**src/rtl/mips_io_pkg.sv**
```systemverilog
// Shared definitions for the MIPS I/O port peripheral.
//   - interrupt FSM state encoding
//   - bit positions inside the sticky error vector
//   - default data word width (matches the 16-bit core datapath)
package mips_io_pkg;

    localparam int DEF_WIDTH = 16;

    typedef enum logic [1:0] {
        IDLE = 2'd0,
        PEND = 2'd1,
        SERV = 2'd2
    } intr_state_t;

    localparam int ERR_RD_EMPTY = 0;
    localparam int ERR_WR_BUSY  = 1;

endpackage

```
**src/rtl/io_sync_fifo.sv**
```systemverilog
// Single-clock FIFO holding inbound device words until the core reads them.
// Ports:
//   clk, reset      - clock, asynchronous active-low reset
//   i_push/i_push_data - write request; ignored while full
//   i_pop           - read request; ignored while empty
//   o_rd_data       - registered head word, updated only on an accepted pop
//   o_full/o_empty  - occupancy flags
//   o_count         - occupancy, 0..DEPTH
module io_sync_fifo #(
    parameter int WIDTH = 16,
    parameter int DEPTH = 4,
    localparam int AW   = $clog2(DEPTH),
    localparam int CW   = AW + 1
) (
    input  logic             clk,
    input  logic             reset,
    input  logic             i_push,
    input  logic [WIDTH-1:0] i_push_data,
    input  logic             i_pop,
    output logic [WIDTH-1:0] o_rd_data,
    output logic             o_full,
    output logic             o_empty,
    output logic [CW-1:0]    o_count
);

    logic [WIDTH-1:0] r_mem [DEPTH];
    logic [AW-1:0]    r_wr_ptr;
    logic [AW-1:0]    r_rd_ptr;
    logic [CW-1:0]    r_count;
    logic             w_do_push;
    logic             w_do_pop;

    assign o_count   = r_count;
    assign o_full    = (r_count == CW'(DEPTH));
    assign o_empty   = (r_count == '0);
    assign w_do_push = i_push && !o_full;
    assign w_do_pop  = i_pop && !o_empty;

    // Storage needs no reset: the count alone decides what is valid.
    always_ff @(posedge clk) begin
        if (w_do_push)
            r_mem[r_wr_ptr] <= i_push_data;
    end

    // DEPTH is a power of two, so the pointers wrap by plain overflow.
    always_ff @(posedge clk or negedge reset) begin
        if (!reset) begin
            r_wr_ptr  <= '0;
            r_rd_ptr  <= '0;
            r_count   <= '0;
            o_rd_data <= '0;
        end else begin
            if (w_do_push)
                r_wr_ptr <= r_wr_ptr + 1'b1;
            if (w_do_pop) begin
                r_rd_ptr  <= r_rd_ptr + 1'b1;
                o_rd_data <= r_mem[r_rd_ptr];
            end
            case ({w_do_push, w_do_pop})
                2'b10:   r_count <= r_count + 1'b1;
                2'b01:   r_count <= r_count - 1'b1;
                default: r_count <= r_count;
            endcase
        end
    end

endmodule

```
**src/rtl/mips_io_port.sv**
```systemverilog
// Device end of the 16-bit MIPS core I/O interface.
//   Core side  : cpu_data_out/cpu_wr (write), cpu_rd/cpu_data_in (read),
//                interrupt/intr_ack, rx_count, tx_busy, err/err_clr
//   Device side: dev_in_* (inbound valid/ready), dev_out_* (outbound valid/ready)
// Inbound words queue in a FIFO; an interrupt is requested once THRESH words
// are waiting. One outbound word is held until the device accepts it.
module mips_io_port
    import mips_io_pkg::*;
#(
    parameter int WIDTH  = DEF_WIDTH,
    parameter int DEPTH  = 4,
    parameter int THRESH = 1,
    localparam int CW    = $clog2(DEPTH) + 1
) (
    input  logic             clk,
    input  logic             reset,
    input  logic [WIDTH-1:0] cpu_data_out,
    input  logic             cpu_wr,
    input  logic             cpu_rd,
    output logic [WIDTH-1:0] cpu_data_in,
    output logic             interrupt,
    input  logic             intr_ack,
    output logic [CW-1:0]    rx_count,
    output logic             tx_busy,
    output logic [1:0]       err,
    input  logic             err_clr,
    input  logic [WIDTH-1:0] dev_in_data,
    input  logic             dev_in_valid,
    output logic             dev_in_ready,
    output logic [WIDTH-1:0] dev_out_data,
    output logic             dev_out_valid,
    input  logic             dev_out_ready
);

    intr_state_t r_state;
    logic        w_full;
    logic        w_empty;
    logic [1:0]  w_err_evt;

    assign dev_in_ready = !w_full;
    assign tx_busy      = dev_out_valid;

    io_sync_fifo #(.WIDTH(WIDTH), .DEPTH(DEPTH)) u_rx_fifo (
        .clk         (clk),
        .reset       (reset),
        .i_push      (dev_in_valid),
        .i_push_data (dev_in_data),
        .i_pop       (cpu_rd),
        .o_rd_data   (cpu_data_in),
        .o_full      (w_full),
        .o_empty     (w_empty),
        .o_count     (rx_count)
    );

    // SERV blocks re-requests until the core has fully drained the FIFO.
    always_ff @(posedge clk or negedge reset) begin
        if (!reset) begin
            r_state   <= IDLE;
            interrupt <= 1'b0;
        end else begin
            case (r_state)
                IDLE: if (rx_count >= CW'(THRESH)) begin
                    r_state   <= PEND;
                    interrupt <= 1'b1;
                end
                PEND: if (intr_ack) begin
                    r_state   <= SERV;
                    interrupt <= 1'b0;
                end
                SERV: if (rx_count == '0) begin
                    r_state   <= IDLE;
                    interrupt <= 1'b0;
                end
                default: begin
                    r_state   <= IDLE;
                    interrupt <= 1'b0;
                end
            endcase
        end
    end

    // A write on the handshake edge still sees the old busy flag and is dropped.
    always_ff @(posedge clk or negedge reset) begin
        if (!reset) begin
            dev_out_valid <= 1'b0;
            dev_out_data  <= '0;
        end else if (dev_out_valid && dev_out_ready) begin
            dev_out_valid <= 1'b0;
        end else if (!dev_out_valid && cpu_wr) begin
            dev_out_valid <= 1'b1;
            dev_out_data  <= cpu_data_out;
        end
    end

    always_comb begin
        w_err_evt               = '0;
        w_err_evt[ERR_RD_EMPTY] = cpu_rd && w_empty;
        w_err_evt[ERR_WR_BUSY]  = cpu_wr && dev_out_valid;
    end

    // New events are OR-ed after the clear so they win over err_clr.
    always_ff @(posedge clk or negedge reset) begin
        if (!reset)
            err <= '0;
        else
            err <= (err_clr ? 2'b00 : err) | w_err_evt;
    end

endmodule

```
**config.mk**
```make
export PLATFORM = sky130hd
export DESIGN_NAME = mips_io_port
export DESIGN_NICKNAME = d
export VERILOG_FILES = /design/src/rtl/mips_io_pkg.sv /design/src/rtl/io_sync_fifo.sv /design/src/rtl/mips_io_port.sv
export SDC_FILE = /design/constraint.sdc
export NUM_CORES = 1
export LEC_CHECK = 0
export ABC_AREA = 0
export CORE_MARGIN = 10
export CORE_UTILIZATION = 55
export DETAILED_ROUTE_END_ITERATION = 12
export GPL_ROUTABILITY_DRIVEN = 1
export PLACE_DENSITY_LB_ADDON = 0.1
export SLEW_MARGIN = 30
export SYNTH_ARGS = -nofsm -noshare
export SYNTH_HDL_FRONTEND = slang
export SYNTH_SLANG_ARGS = --single-unit
```
**constraint.sdc**
```tcl
create_clock -name clk -period 3.3 [get_ports clk]
set_clock_uncertainty 0.05 [all_clocks]
set_input_delay 0.495 -clock clk [delete_from_list [all_inputs] [get_ports clk]]
set_output_delay 0.495 -clock clk [all_outputs]
set_load 0.05 [all_outputs]
```
==> impl_metrics.csv, run 1 <==
group,metric,value,unit
synth,synth_most_common_cell,"edfxtp_1",
cts,post_cts_resized,0,
floorplan,row_count,31,
route,dr.pass1.iters,4,
sta,finalHoldViolations,0,
synth,ys_seq_area_share,72.4,%
pwr,leakage,0.00198,uW
synth,synth_area_leaders,"edfxtp_1, dfrtp_1, mux2_2, mux4_2, mux4_1",
layout,diodes,0,
pwr,p_comb_share,41.4,%
route,antenna_left,0,
sta,fmax,384,MHz
global_routing,grt_pass1_wl,11.9,mm
flow_run,cap_violations,0,
synth,syn_inst,215,
placed_design,gp_congestion,0.735,
synth,yosysWarnings,0,
synth,synth.largest_area_cell,"edfxtp_1",
layout,final_layout_size_suffix_gt1_share,21.3,%
route,drt-total-wl,7.44,mm
critical_path,critPathRequiredTime,2.75,ns
pwr,power.share.switching,37.7,%
pwr,powerDensity,921,nW/um2
cts,clockRootBuffer,"clkbuf_8",
cts,clockBufferDepth,2,
sta,drv_slew,0,
global_routing,grt_pass1_vias,2256,
hold_path,hold_class,"in2async",
critical_path,cp.arrival,2.06,ns
synth,syn_area,4180,um2
sta,setup_tns,0,ns
synth,synth_ff_type,"edfxtp_1",
synth,synth_seq_cells,108,
global_routing,track_usage,13.4,%
layout,nets,354,
critical_path,r2r_slack,1.14,ns
global_routing,antenna_found_initial,0,
run_status,status,"complete, no violations",
sta,post-route-period-util,79.0,%
route,route.vias.total,2149,
synth,synth_edf_count,64,
placed_design,hpwl,5.21,mm
cts,hold_buffers,0,
synth,synthTopCellsByCount,"edfxtp_1, dfrtp_1, mux2_2",
route,drc_errors,0,
cts,cts_tree,"done",
pwr,clkPwrFrac,16.3,%
layout,fill_cells,471,
sta,tightest_slew,0.752,ns
sta,relSlewSlack,49.9,%
floorplan,start_util,57.0,%
critical_path,startpoint_type,"flip-flop",
pwr,seqPwrFrac,42.3,%
floorplan,fp.dieH,107,um
cts,postCtsSetupBuffers,0,
floorplan,core_area,7330,um2
critical_path,end_kind,"output port",
cts,cts.sinks,108,
cts,cts.clk_slew.worst_paths,0.10,ns
synth,yosysUniqueCellTypes,26,
route,vias_per_cell,5.25,
floorplan,die_w,107,um
pwr,intPower,3030,uW
layout,final_area,5280,um2
cts,h-tree-depth,3,
global_routing,gr-total-overflow,0,
pwr,switchingPower,1830,uW
sta,period_minus_slack,2.61,ns
floorplan,ios,81,
synth,synth_fp_nets,264,
global_routing,grt_max_degree,45,
critical_path,worstSetupPathType,"reg2out",
cts,clkLatencyLatePin,0.36,ns
synth,synth_top_area_share,46.0,%
placed_design,io_buffers,80,
synth,avgSynthCellArea,19.4,um2
synth,synthArstFlopShare,40.7,%
layout,syn2layout_area_growth,26.5,%
route,drtIter0Drc,99,
sta,finalSetupViolCount,0,
placed_design,placed_area,5080,um2
sta,rsz0062_at_grt,"false",
cts,numCtsBuffers,9,
pwr,ir_worst_vdd,0.483,mV
route,routedWlPerCell,18.2,um
critical_path,cp_max_fo,5,
floorplan,dieArea,11500,um2
cells by family (layout without fill, tap and decap cells):
kind of cell / count (synthesis) / after routing / share of synthesized area, %
flip-flops: 108 / 108 / 72.4
AND/OR/NAND/NOR: 19 / 19 / 2.28
buffers and inverters: 16 / 111 / 2.31
multiplexers: 49 / 49 / 17.9
AO/OA/AOI/OAI: 8 / 8 / 1.14
XOR/XNOR: 6 / 6 / 1.26
adder cells (fa/ha/maj): 9 / 9 / 2.70
registers in the layout, indices dropped and copies added, names as in the netlist:
name                 cells
err                      2
u_rx_fifo.r_rd_ptr       2
u_rx_fifo.r_wr_ptr       2
dev_out_valid            1
u_rx_fifo.o_count        3
u_rx_fifo.r_mem         64
dev_out_data            16
r_state                  1
interrupt                1
u_rx_fifo.o_rd_data     16
metrics by stage:
step                      total power [uW]  utilization, %  hold WS [ns]  instances  setup WS [ns]
final                                 4870            72.1        0.0571        409          0.693
after global routing                  5130            72.1        0.0795        409          0.570
after CTS                             4940            72.1        0.0810        409          0.680
after detailed placement              4140            69.4         0.406        393          0.975
after global placement                4090            69.3         0.411        393           1.07
after floorplan                       3480               -         0.149        215          0.928
routing by layer:
metal,vias up,global-route usage [%],wire length (um)
met4,0,4.64,79
met3,9,5.27,616
li1,989,-,-
met1,1073,16.9,3420
met5,-,0,0
met2,78,20.6,3330
layout make-up:
type | count | area (um2) | share of cell area, %
multi-input combinational | 91 | 1060 | 20.0
tap | 99 | 124 | 2.34
clock inverter | 7 | 73.8 | 1.40
sequential | 108 | 3020 | 57.2
inverter | 8 | 30.0 | 0.568
timing repair buffer | 87 | 851 | 16.1
clock buffer | 9 | 124 | 2.34
worst paths after layout:
kind / to / cells past startpoint / start
max: dev_in_ready / 4 / u_rx_fifo.o_count[0]$_DFFE_PN0P_
min reg2reg: interrupt$_DFFE_PN0P_ / 1 / r_state[1]$_DFFE_PN0P_
min: interrupt$_DFFE_PN0P_ / 1 / reset
max reg2reg: u_rx_fifo.o_count[2]$_DFFE_PN0P_ / 8 / u_rx_fifo.o_count[0]$_DFFE_PN0P_
max in group asynchronous: u_rx_fifo.o_rd_data[12]$_DFFE_PN0P_ / 1 / reset
min in group clk: interrupt$_DFFE_PN0P_ / 1 / r_state[1]$_DFFE_PN0P_
power groups by stage:
stage	clock network, uW	registers [uW]	logic, uW
floorplan	0	2650	826
detailed placement	0	2100	2050
finish	794	2060	2010
global route	881	2110	2140
global placement	0	2080	2010
CTS	820	2070	2050
worst max-delay path, stage by stage, from the launching register on:
cell             delay [ns]
dfrtp_1                0.47
inv_1                  0.11
ha_1                   0.25
nand2_1                0.08
clkdlybuf4s50_1        0.80
layout by cell type, fill, tap and decap left out, types with 2 or more instances in the layout:
cell type	instances
and2_1	4
buf_4	8
clkbuf_8	9
clkdlybuf4s50_1	79
dfrtp_1	44
edfxtp_1	64
ha_1	9
inv_1	8
inv_6	3
mux2_2	32
mux4_1	5
mux4_2	11
nand2_1	7
nand2b_1	2
nor2_1	2
nor2b_1	2
o21ai_0	4
xnor2_1	5
Power figures use the tool's default switching activity.
==> run 2, diff against run 1 <==
CORE_UTILIZATION = 51   (was 55)
clock period = 2.49 ns   (was 3.3 ns; I/O delays follow)
==> run 2 against run 1 <==
Effect of this change: sequential share of layout area is 0.96 points lower; critical endpoint is now rx_count[2]; non-clock buffer count is 6 higher; routed wire length is 0.81% higher; setup slack worse by 0.30 ns; combinational power is 40% higher; first-iteration DRC count is 44% lower; design area is 1.7% higher; hold slack better by 0.37 ns.
==> impl_metrics.csv, run 2 (same netlist as run 1, synthesis figures left out) <==
group,metric,value,unit
cts,cts.sinks,108,
placed_design,io_buffers,80,
layout,top_regs,"u_rx_fifo.r_mem (64), dev_out_data (16), u_rx_fifo.o_rd_data (16)",
route,antenna_left,0,
route,drt-total-wl,7.50,mm
critical_path,cp_cell_sequence,"clkdlybuf4s50_1",
cts,clockRootBuffer,"clkbuf_8",
sta,relSlewSlack,59.2,%
layout,final_common_cell,"clkdlybuf4s50_1",
cts,clkLatencyLatePin,0.36,ns
layout,nets,360,
pwr,powerDensity,1210,nW/um2
critical_path,end_kind,"output port",
sta,tightest_slew,0.612,ns
global_routing,grt_pass1_wl,12.4,mm
flow_run,cap_violations,0,
sta,drv_slew,0,
floorplan,fp.dieH,110,um
critical_path,cp_max_fo,7,
placed_design,gp_congestion,0.768,
placed_design,hpwl,5.40,mm
pwr,leakage,0.00201,uW
cts,h-tree-depth,3,
sta,finalHoldViolations,0,
critical_path,crit_family,"buffers and inverters",
run_status,status,"complete, no violations",
sta,finalSetupViolCount,0,
critical_path,slowest_stage,"clkdlybuf4s50_1",
route,vias_per_cell,5.14,
sta,fmax,477,MHz
route,drtIter0Drc,55,
cts,numCtsBuffers,9,
route,routedWlPerCell,18.0,um
floorplan,core_area,7850,um2
layout,diodes,0,
sta,setup_tns,0,ns
cts,cts_tree,"done",
sta,rsz0062_at_grt,"false",
critical_path,cp.arrival,1.67,ns
layout,top_register,"u_rx_fifo.r_mem",
layout,final_cell_mix,"clkdlybuf4s50_1, edfxtp_1, dfrtp_1, mux2_2, mux4_2",
route,route.vias.total,2150,
global_routing,grt_pass1_vias,2309,
pwr,ir_worst_vdd,0.666,mV
route,dr.pass1.iters,4,
global_routing,gr-total-overflow,0,
hold_path,hold_class,"reg2reg",
critical_path,startpoint_type,"flip-flop",
critical_path,slowest_delay,0.85,ns
critical_path,critPathRequiredTime,2.07,ns
sta,post-route-period-util,84.2,%
cts,cts.clk_slew.worst_paths,0.10,ns
layout,syn2layout_area_growth,28.6,%
sta,period_minus_slack,2.10,ns
floorplan,die_w,110,um
route,drc_errors,0,
global_routing,antenna_found_initial,0,
layout,largest_register_ffs,64,
layout,final_layout_size_suffix_gt1_share,22.5,%
cts,clockBufferDepth,2,
floorplan,row_count,32,
floorplan,start_util,53.2,%
global_routing,track_usage,12.4,%
floorplan,ios,81,
global_routing,grt_max_degree,27,
pwr,p_total,6470,uW
floorplan,dieArea,12200,um2
critical_path,worstSetupPathType,"reg2out",
critical_path,crit_buf_inv,1,
[run 2: what timing repair did]
item                                    4_1_cts  5_1_grt
hold endpoints to repair                     24        0
hold buffers                                  1        0
setup buffers                                 0        0
endpoints found under the setup margin        0        1
gates resized for setup                       0        1
[run 2: final timing paths]
path / startpoint / to / slack [ns] / cells past startpoint
setup / recovery: u_rx_fifo.o_count[2]$_DFFE_PN0P_ / rx_count[2] / 0.39 / 1
hold / removal: r_state[1]$_DFFE_PN0P_ / interrupt$_DFFE_PN0P_ / 0.43 / 1
setup reg to reg: u_rx_fifo.o_count[0]$_DFFE_PN0P_ / u_rx_fifo.r_mem[0][5]$_DFFE_PP_ / 0.45 / 6
hold reg to reg: r_state[1]$_DFFE_PN0P_ / interrupt$_DFFE_PN0P_ / 0.43 / 1
max in group asynchronous: reset / dev_out_data[1]$_DFFE_PN0P_ / 1.29 / 3
min in group asynchronous: reset / r_state[1]$_DFFE_PN0P_ / 0.51 / 2
[run 2: stage by stage]
step | instance area (um2) | hold slack [ns] | utilization (%) | setup WS (ns) | instances
2_1_floorplan | 4180 | 0.0279 | - | 0.118 | 215
3_3_place_gp | 5170 | 0.374 | 65.9 | 0.450 | 401
3_5_place_dp | 5170 | 0.378 | 65.9 | 0.403 | 401
4_1_cts | 5370 | 0.428 | 68.4 | 0.00308 | 418
5_1_grt | 5370 | 0.439 | 68.5 | 0.314 | 418
6_report | 5370 | 0.426 | 68.5 | 0.394 | 418
[run 2: layer usage]
layer | wire length, um | global-route usage [%]
met3 | 488 | 4.32
met2 | 3500 | 19.5
met5 | 0 | 0
met1 | 3450 | 15.7
met4 | 67 | 3.89
[run 2: power by group]
group          internal, uW  switching (uW)
Sequential             2420             247
Combinational          1200            1620
Clock                   408             581
[run 2: cell type report]
cell class                      count  area [um2]
Clock buffer                       11         141
Clock inverter                      5        45.0
Fill cell                         540        2470
Inverter                            8        30.0
Multi-Input combinational cell     91        1060
Sequential cell                   108        3020
Tap cell                          102         128
Timing Repair Buffer               93         948
